==> src/rtl/meatsquare_spawner.sv <==
// meatsquare_spawner: watches the LFSR stream for a trigger pattern, captures
// the following random sample as a spawn column, enforces a cooldown between
// spawns and queues requests in a 4-entry first-word-fall-through FIFO that is
// drained by the drawing/animation controller over a valid/ready handshake.
module meatsquare_spawner #(
    parameter logic [6:0] MATCH    = 7'b1010111,
    parameter int         X_MAX    = 119,
    parameter int         COOLDOWN = 32,
    parameter int         DEPTH    = 4
) (
    input  logic       clock,
    input  logic       reset,
    input  logic       enable,
    input  logic       rnd_valid,
    input  logic [6:0] rnd_in,
    output logic       spawn_valid,
    output logic [6:0] spawn_x,
    input  logic       spawn_ready,
    output logic [2:0] fifo_count,
    output logic [7:0] drop_cnt
);

    typedef enum logic [1:0] {
        ST_IDLE     = 2'd0,
        ST_ARM      = 2'd1,
        ST_COOLDOWN = 2'd2
    } state_t;

    localparam logic [9:0] CD_LOAD  = 10'(COOLDOWN - 1);
    localparam logic [6:0] X_MAX_C  = 7'(X_MAX);
    localparam logic [6:0] X_WRAP_C = 7'(X_MAX + 1);
    localparam logic [2:0] FULL_C   = 3'(DEPTH);

    state_t      state_r, state_nx_s;
    logic [9:0]  cnt_r, cnt_nx_s;
    logic [6:0]  mem_r [4];
    logic [1:0]  wr_ptr_r, rd_ptr_r;
    logic [2:0]  count_r, count_nx_s;
    logic [7:0]  drop_r;
    logic [6:0]  col_s;
    logic        push_s, pop_s, full_s, wr_s, drop_s;

    // Fold out-of-range samples back into the legal column range.
    always_comb begin
        col_s = rnd_in;
        if (rnd_in <= X_MAX_C) begin
            col_s = rnd_in;
        end else begin
            col_s = rnd_in - X_WRAP_C;
        end
    end

    // Spawn FSM next-state, cooldown counter and push request.
    always_comb begin
        state_nx_s = state_r;
        cnt_nx_s   = cnt_r;
        push_s     = 1'b0;
        case (state_r)
            ST_IDLE: begin
                if (enable && rnd_valid && (rnd_in == MATCH)) begin
                    state_nx_s = ST_ARM;
                end else begin
                    state_nx_s = ST_IDLE;
                end
            end
            ST_ARM: begin
                if (!enable) begin
                    state_nx_s = ST_IDLE;
                    cnt_nx_s   = 10'd0;
                end else if (rnd_valid) begin
                    state_nx_s = ST_COOLDOWN;
                    cnt_nx_s   = CD_LOAD;
                    push_s     = 1'b1;
                end else begin
                    state_nx_s = ST_ARM;
                end
            end
            ST_COOLDOWN: begin
                if (!enable) begin
                    state_nx_s = ST_IDLE;
                    cnt_nx_s   = 10'd0;
                end else if (cnt_r == 10'd0) begin
                    state_nx_s = ST_IDLE;
                end else begin
                    cnt_nx_s   = cnt_r - 10'd1;
                end
            end
            default: begin
                state_nx_s = ST_IDLE;
                cnt_nx_s   = 10'd0;
            end
        endcase
    end

    // FSM state and cooldown counter registers.
    always_ff @(posedge clock or negedge reset) begin
        if (!reset) begin
            state_r <= ST_IDLE;
            cnt_r   <= 10'd0;
        end else begin
            state_r <= state_nx_s;
            cnt_r   <= cnt_nx_s;
        end
    end

    // FIFO control: a full FIFO still accepts a push when the head leaves.
    always_comb begin
        full_s     = (count_r == FULL_C);
        pop_s      = (count_r != 3'd0) && spawn_ready;
        wr_s       = push_s && (!full_s || pop_s);
        drop_s     = push_s && full_s && !pop_s;
        count_nx_s = count_r;
        if (wr_s && !pop_s) begin
            count_nx_s = count_r + 3'd1;
        end else if (pop_s && !wr_s) begin
            count_nx_s = count_r - 3'd1;
        end else begin
            count_nx_s = count_r;
        end
    end

    // FIFO storage, pointers, occupancy and saturating drop counter.
    always_ff @(posedge clock or negedge reset) begin
        if (!reset) begin
            for (int i = 0; i < 4; i++) begin
                mem_r[i] <= 7'd0;
            end
            wr_ptr_r <= 2'd0;
            rd_ptr_r <= 2'd0;
            count_r  <= 3'd0;
            drop_r   <= 8'd0;
        end else begin
            if (wr_s) begin
                mem_r[wr_ptr_r] <= col_s;
                wr_ptr_r        <= wr_ptr_r + 2'd1;
            end
            if (pop_s) begin
                rd_ptr_r <= rd_ptr_r + 2'd1;
            end
            if (drop_s && (drop_r != 8'd255)) begin
                drop_r <= drop_r + 8'd1;
            end
            count_r <= count_nx_s;
        end
    end

    // Outputs decode registered FIFO state only.
    always_comb begin
        spawn_valid = (count_r != 3'd0);
        fifo_count  = count_r;
        drop_cnt    = drop_r;
        if (count_r != 3'd0) begin
            spawn_x = mem_r[rd_ptr_r];
        end else begin
            spawn_x = 7'd0;
        end
    end

endmodule

==> config.mk <==
export PLATFORM = sky130hd
export DESIGN_NAME = meatsquare_spawner
export DESIGN_NICKNAME = d
export VERILOG_FILES = /design/src/rtl/meatsquare_spawner.sv
export SDC_FILE = /design/constraint.sdc
export NUM_CORES = 1
export LEC_CHECK = 0
export BUFFER_PORTS_ARGS = -buffer_cell sky130_fd_sc_hd__buf_2
export CAP_MARGIN = 20
export CORE_ASPECT_RATIO = 0.5
export CORE_MARGIN = 2
export CORE_UTILIZATION = 59
export CTS_BUF_LIST = sky130_fd_sc_hd__clkbuf_4 sky130_fd_sc_hd__clkbuf_8
export CTS_CLUSTER_SIZE = 16
export DETAILED_ROUTE_END_ITERATION = 7
export PLACE_DENSITY = 0.78
export SLEW_MARGIN = 20
export SYNTH_ARGS = -nofsm -noshare
export SYNTH_HDL_FRONTEND = slang
export SYNTH_SLANG_ARGS = --single-unit
==> constraint.sdc <==
create_clock -name clock -period 2.8 [get_ports clock]
set_input_delay 0.7 -clock clock [delete_from_list [all_inputs] [get_ports clock]]
set_output_delay 0.7 -clock clock [all_outputs]
set_load 0.005 [all_outputs]
### Word-level counts from Yosys, hierarchy flattened

Index checks and enable logic that the tools add are counted.

| word-level totals | value |
|---|---|
| bits in registers | 55 |
| bits in latches | 0 |
| RAM bits | 0 |
| ROM bits | 0 |
| bits of input ports | 12 |
| output and inout port bits | 19 |
| logic and storage cells | 75 |
| memories | 0 |

| cells by class | value |
|---|---|
| add/sub/neg operators | 7 |
| multipliers | 0 |
| divide/modulo/power cells | 0 |
| $lt $le $gt $ge | 4 |
| equality and inequality tests | 8 |
| shift operators | 0 |
| muxes and demuxes | 24 |
| bitwise logic cells | 3 |
| reduce and logical (&&, ||, !) cells | 19 |

Operator list:

| cell | count |
|---|---|
| $mux W10 | 4 |
| $mux W7 | 5 |
| $pmux W10 S3 | 1 |
| $bwmux W28 | 1 |
| $bmux W7 S2 | 1 |
| $demux W7 S2 | 1 |
| $logic_and A1 B1 Y1 | 10 |
| $logic_not A10 Y1 | 1 |
| $sub A10 B1 Y10 const B | 1 |
| $ne A3 B3 Y1 const B | 3 |
| $add A8 B1 Y8 const B | 1 |
| $mux W2 | 4 |
| $ne A8 B8 Y1 const B | 1 |
| $eq A7 B7 Y1 const B | 1 |
| $le A7 B7 Y1 const B | 1 |
| $sub A7 B7 Y7 const B | 1 |
| $ge A3 B3 Y1 const B | 2 |
| $mux W3 | 2 |
| $not A2 Y3 | 2 |
| $pmux W2 S3 | 1 |
| $add A2 B1 Y2 const B | 2 |
| $mux W1 | 4 |
| $add A3 B1 Y3 const B | 1 |
| $eq A3 B3 Y1 const B | 1 |
| other kinds (11) | 13 |

### Longest topological paths before layout

| depth | value |
|---|---|
| depth after elaboration | 8 |
| depth in mapped cells | 10 |

### Worst setup path after synthesis

OpenSTA, ideal clock, no wires.

| path | value |
|---|---|
| kind | in2reg |
| start | in spawn_ready |
| end | reg count_r[1] (netlist: fifo_count[1]) |
| setup time | 0.125 ns |
| arrival | 2.154 ns |
| data required time | 2.675 ns |
| slack | 0.521 ns |
| cell stages on the path | 6 |
| cell sequence | nor4b_1 nor2_1 ha_1 inv_1 fa_1 mux2_2 |

| on the way | value |
|---|---|
| elaborated cells on any way between the ends | 9 |
| classes of those cells | 1 x mux; 8 x reduce/logical |

RTL lines:

| item | RTL line | source |
|---|---|---|
| from (decl) | 18 | `input logic spawn_ready,` |
| $logic_and A1 B1 Y1 | 109 | `pop_s = (count_r != 3'd0) && spawn_ready;` |
| $logic_or A1 B1 Y1 | 110 | `wr_s = push_s && (!full_s \|\| pop_s);` |
| $logic_and A1 B1 Y1 | 110 |  |
| net wr_s | 41 | `logic push_s, pop_s, full_s, wr_s, drop_s;` |
| $logic_and A1 B1 Y1 | 113 | `if (wr_s && !pop_s) begin` |
| $mux W3 | 113 |  |
| net count_nx_s[1] | 38 | `logic [2:0] count_r, count_nx_s;` |
| to (signal assigned) | 143 | `count_r <= count_nx_s;` |
| to (decl) | 38 |  |

The timed path passes the listed nets, and every way through them passes these cells.
A chain may end at the register's enable or synchronous reset.

### Worst setup path in the final report

| path | value |
|---|---|
| start | reg rd_ptr_r[0] |
| end | out spawn_x[0] |

| on the way | value |
|---|---|
| longest elaborated chain between the ends | 5 |

Ends and longest elaborated chain:

| item | RTL line | source |
|---|---|---|
| from (decl) | 37 | `logic [1:0] wr_ptr_r, rd_ptr_r;` |
| from (signal assigned) | 138 | `rd_ptr_r <= rd_ptr_r + 2'd1;` |
| $not A2 Y3 (not written as such) | 153 | `spawn_x = mem_r[rd_ptr_r];` |
| $bmux W7 S2 | 153 |  |
| $mux W7 (not written as such) (2 in series) | 153 |  |
| $mux W7 | 152 | `if (count_r != 3'd0) begin` |
| to (decl) | 17 | `output logic [6:0] spawn_x,` |

Every way passes these cells. The select of a mux whose other input is x is not followed.

==> impl_metrics.env <==
export IMPL_initial_utilization=0.6037
export IMPL_postSynth_topFlopCell="sky130_fd_sc_hd__dfrtp_1"
export IMPL_dp_final_hpwl_mm=4.401
export IMPL_power_per_cell_area_nw_per_um2=513.6
export IMPL_sw_frac_of_total=0.2990
export IMPL_ys_warn_count=0
export IMPL_first_iter_violations=75
export IMPL_place_gp_congestion=0.8414
export IMPL_placement_rows=18
export IMPL_slew_limit_headroom=0.3721
export IMPL_number_of_resized_instances_in_the_post_cts_repair_step=0
export IMPL_globalRouteOverflowTotal=0
export IMPL_dieWidth_um=103.8
export IMPL_clk_insertion_delay_late_ns=0.30
export IMPL_max_clk_rate_ghz=0.3899
export IMPL_worst_hold_slack_ns=0.4922
export IMPL_postRouteAntennaNets=0
export IMPL_core_um2=4865
export IMPL_max_clock_path_buffers=2
export IMPL_cts_htree_levels=2
export IMPL_cp_max_fo=9
export IMPL_cts_repair_timing_setup_buffer_count=0
export IMPL_total_power_mw=1.673
export IMPL_flow_area_growth_from_synthesis_pct=10.95
export IMPL_grt_max_degree=44
export IMPL_ys_seq_elements=55
export IMPL_nets=319
export IMPL_worst_pin_slew_ns=0.9418
export IMPL_tritoncts="built"
export IMPL_drc=0
export IMPL_fin_crit_ns=2.565
export IMPL_run_status="complete, no violations"
export IMPL_final_util=0.6698
export IMPL_async_flop_share=1.000
export IMPL_timing_max_transition_violations_final=0
export IMPL_setup_worst_path_end_class="output port"
export IMPL_antenna_cells=0
export IMPL_floorplan_die_height_um=53.89
export IMPL_cts_reportedPaths_clkPinSlew_ns=0.10
export IMPL_path_class="reg2out"
export IMPL_synth_distinct_cells=43
export IMPL_count_of_endpoints_failing_setup_in_the_final_report=0
export IMPL_hold_viol_final=0
export IMPL_max_cap_violations=0
export IMPL_setup_tns_after_final_layout_ns=0
export IMPL_routedWlPerCell_um=16.15
export IMPL_synth_nets=285
export IMPL_die_area_um2=5592
export IMPL_global_route_wire_length_before_repair_mm=9.722
export IMPL_worst_min_path_class="reg2reg"
export IMPL_comb_power_share=0.168
export IMPL_io_pins=31
export IMPL_finClkSkew_ns=0.006446
export IMPL_grt_antenna_before_repair=0
export IMPL_startpoint_type="flop"
export IMPL_synth_enable_flop_cells=0
export IMPL_setup_repair_after_global_routing_missed_its_margin="no"
export IMPL_numCtsBuffers=5
export IMPL_clock_root_buffer="sky130_fd_sc_hd__clkbuf_8"
export IMPL_layout_drive_gt1_share=0.2721
export IMPL_vdd_ir_drop_max_v=0.0002902
export IMPL_timing_final_crit_share=0.9161
export IMPL_pwr_share_clk=0.262
export IMPL_cellInternalPower_mw=1.173
export IMPL_detailedRoute_firstPassIterationCount=4
export IMPL_cts_sinks=55
export IMPL_synthCells=259
export IMPL_drt_vias_per_instance=5.720
export IMPL_wirelength_mm=5.878
export IMPL_portBuffers=30
export IMPL_global_route_usage_total=0.2253
export IMPL_timing_critical_path_arrival_ns=1.87
export IMPL_cp_data_required_time_ns=2.10
export IMPL_num_vias=2082
export IMPL_yosysSeqAreaShare=0.4687
export IMPL_post_cts_hold_buffer_count=0
export IMPL_portion_of_total_power_attributed_to_sequential_cells=0.570
export IMPL_sw_pwr_mw=0.5003
export IMPL_p_leak_nw=1.560
export IMPL_first_global_vias=2013
export IMPL_synth_avg_cell_area_um2=11.34
export IMPL_post_synth_instance_area_um2=2937
-- state kept, by name, summed over array words and instances (netlist names) --
name	cells
fifo_count	3
mem_r	28
drop_cnt	8
rd_ptr_r	2
wr_ptr_r	2
cnt_r	10
state_r	2
-- cell usage in the layout (no fill, tap or decap), drive strengths merged, types with 2 or more instances in the layout --
cell type / instances
a21oi: 7
a31oi: 2
and2: 9
and3: 3
buf: 32
clkbuf: 5
clkinv: 2
dfrtp: 55
ha: 13
inv: 12
mux2: 27
mux4: 7
nand2: 17
nand2b: 2
nand3: 13
nand3b: 2
nand4: 5
nand4b: 3
nor2: 13
nor2b: 6
nor3: 2
nor3b: 2
nor4: 3
nor4b: 2
o211ai: 8
o21ai: 13
or3: 2
or4b: 3
xnor2: 7
xor2: 6
-- final timing paths --
path | depth (start not counted) | end | startpoint | slack [ns]
max | 3 | spawn_x[0] | rd_ptr_r[0] | 0.23
min | 2 | mem_r[6] | mem_r[6] | 0.49
max reg2reg | 8 | fifo_count[2] | fifo_count[1] | 0.50
min reg2reg | 2 | mem_r[6] | mem_r[6] | 0.49
max in group asynchronous | 2 | cnt_r[3] | reset | 1.58
min in group asynchronous | 1 | drop_cnt[1] | reset | 0.52
-- critical path, stage by stage, from the launching register on --
cell	delay, ns
sky130_fd_sc_hd__dfrtp_1	0.69
sky130_fd_sc_hd__mux4_2	0.57
sky130_fd_sc_hd__and2_1	0.18
sky130_fd_sc_hd__buf_2	0.12
-- layer usage --
layer	track usage	vias to the layer above	wire, µm	part of all wire
li1	-	1004	-	-
met3	0.04116	5	170	0.029
met2	0.4260	33	2925	0.50
met1	0.2884	1040	2751	0.47
met4	0.03378	0	31	0.0053
met5	0	-	0	0
-- stage by stage --
stage | setup WS, ns | instance area, µm² | instances
after floorplan | 0.5212 | 2937 | 259
after global placement | 0.2594 | 3171 | 356
after detailed placement | 0.1673 | 3171 | 356
after CTS | 0.1962 | 3258 | 364
after global routing | 0.09884 | 3258 | 364
final | 0.2350 | 3258 | 364
-- final cells by class --
| type | count | area, µm² |
|---|---|---|
| Fill cell | 389 | 1607 |
| Inverter | 11 | 41.29 |
| Timing Repair Buffer | 32 | 165.2 |
| Clock inverter | 3 | 18.77 |
| Tap cell | 70 | 87.58 |
| Sequential cell | 55 | 1376 |
| Multi-Input combinational cell | 188 | 1500 |
| Clock buffer | 5 | 68.82 |
-- cells by family after synthesis --
group,synth area share
adders and majority gates,0.06221
buffers and inverters,0.02045
DFF,0.4687
AOI/OAI and AO/OA,0.07329
xor gates and xnor gates,0.03877
and+or+nand+nor,0.1760
muxes,0.1606
-- power by group through the flow --
stage	sequential [mW]	combinational [mW]	clock [mW]
final	0.953	0.282	0.439
after global routing	0.971	0.318	0.487
after CTS	0.956	0.287	0.449
after detailed placement	0.971	0.287	0
after global placement	0.966	0.272	0
after floorplan	0.903	0.240	0
-- synth_stat cells (4+ instances only) --
master	number	area, µm²
sky130_fd_sc_hd__nand2_1	17	63.81
sky130_fd_sc_hd__xor2_1	6	52.55
sky130_fd_sc_hd__mux2_2	27	304.0
sky130_fd_sc_hd__o21ai_0	13	65.06
sky130_fd_sc_hd__clkbuf_1	4	15.01
sky130_fd_sc_hd__mux4_2	7	157.7
sky130_fd_sc_hd__ha_1	13	162.7
sky130_fd_sc_hd__and2_1	9	56.30
sky130_fd_sc_hd__nor2b_1	6	37.54
sky130_fd_sc_hd__dfrtp_1	55	1376
sky130_fd_sc_hd__nor2_1	12	45.04
sky130_fd_sc_hd__nand3_1	13	65.06
sky130_fd_sc_hd__xnor2_1	7	61.31
sky130_fd_sc_hd__inv_1	11	41.29
sky130_fd_sc_hd__o211ai_1	8	60.06
sky130_fd_sc_hd__a21oi_1	7	35.03
sky130_fd_sc_hd__nand4_1	5	31.28
Note: power is estimated with default switching activity, not from simulation.
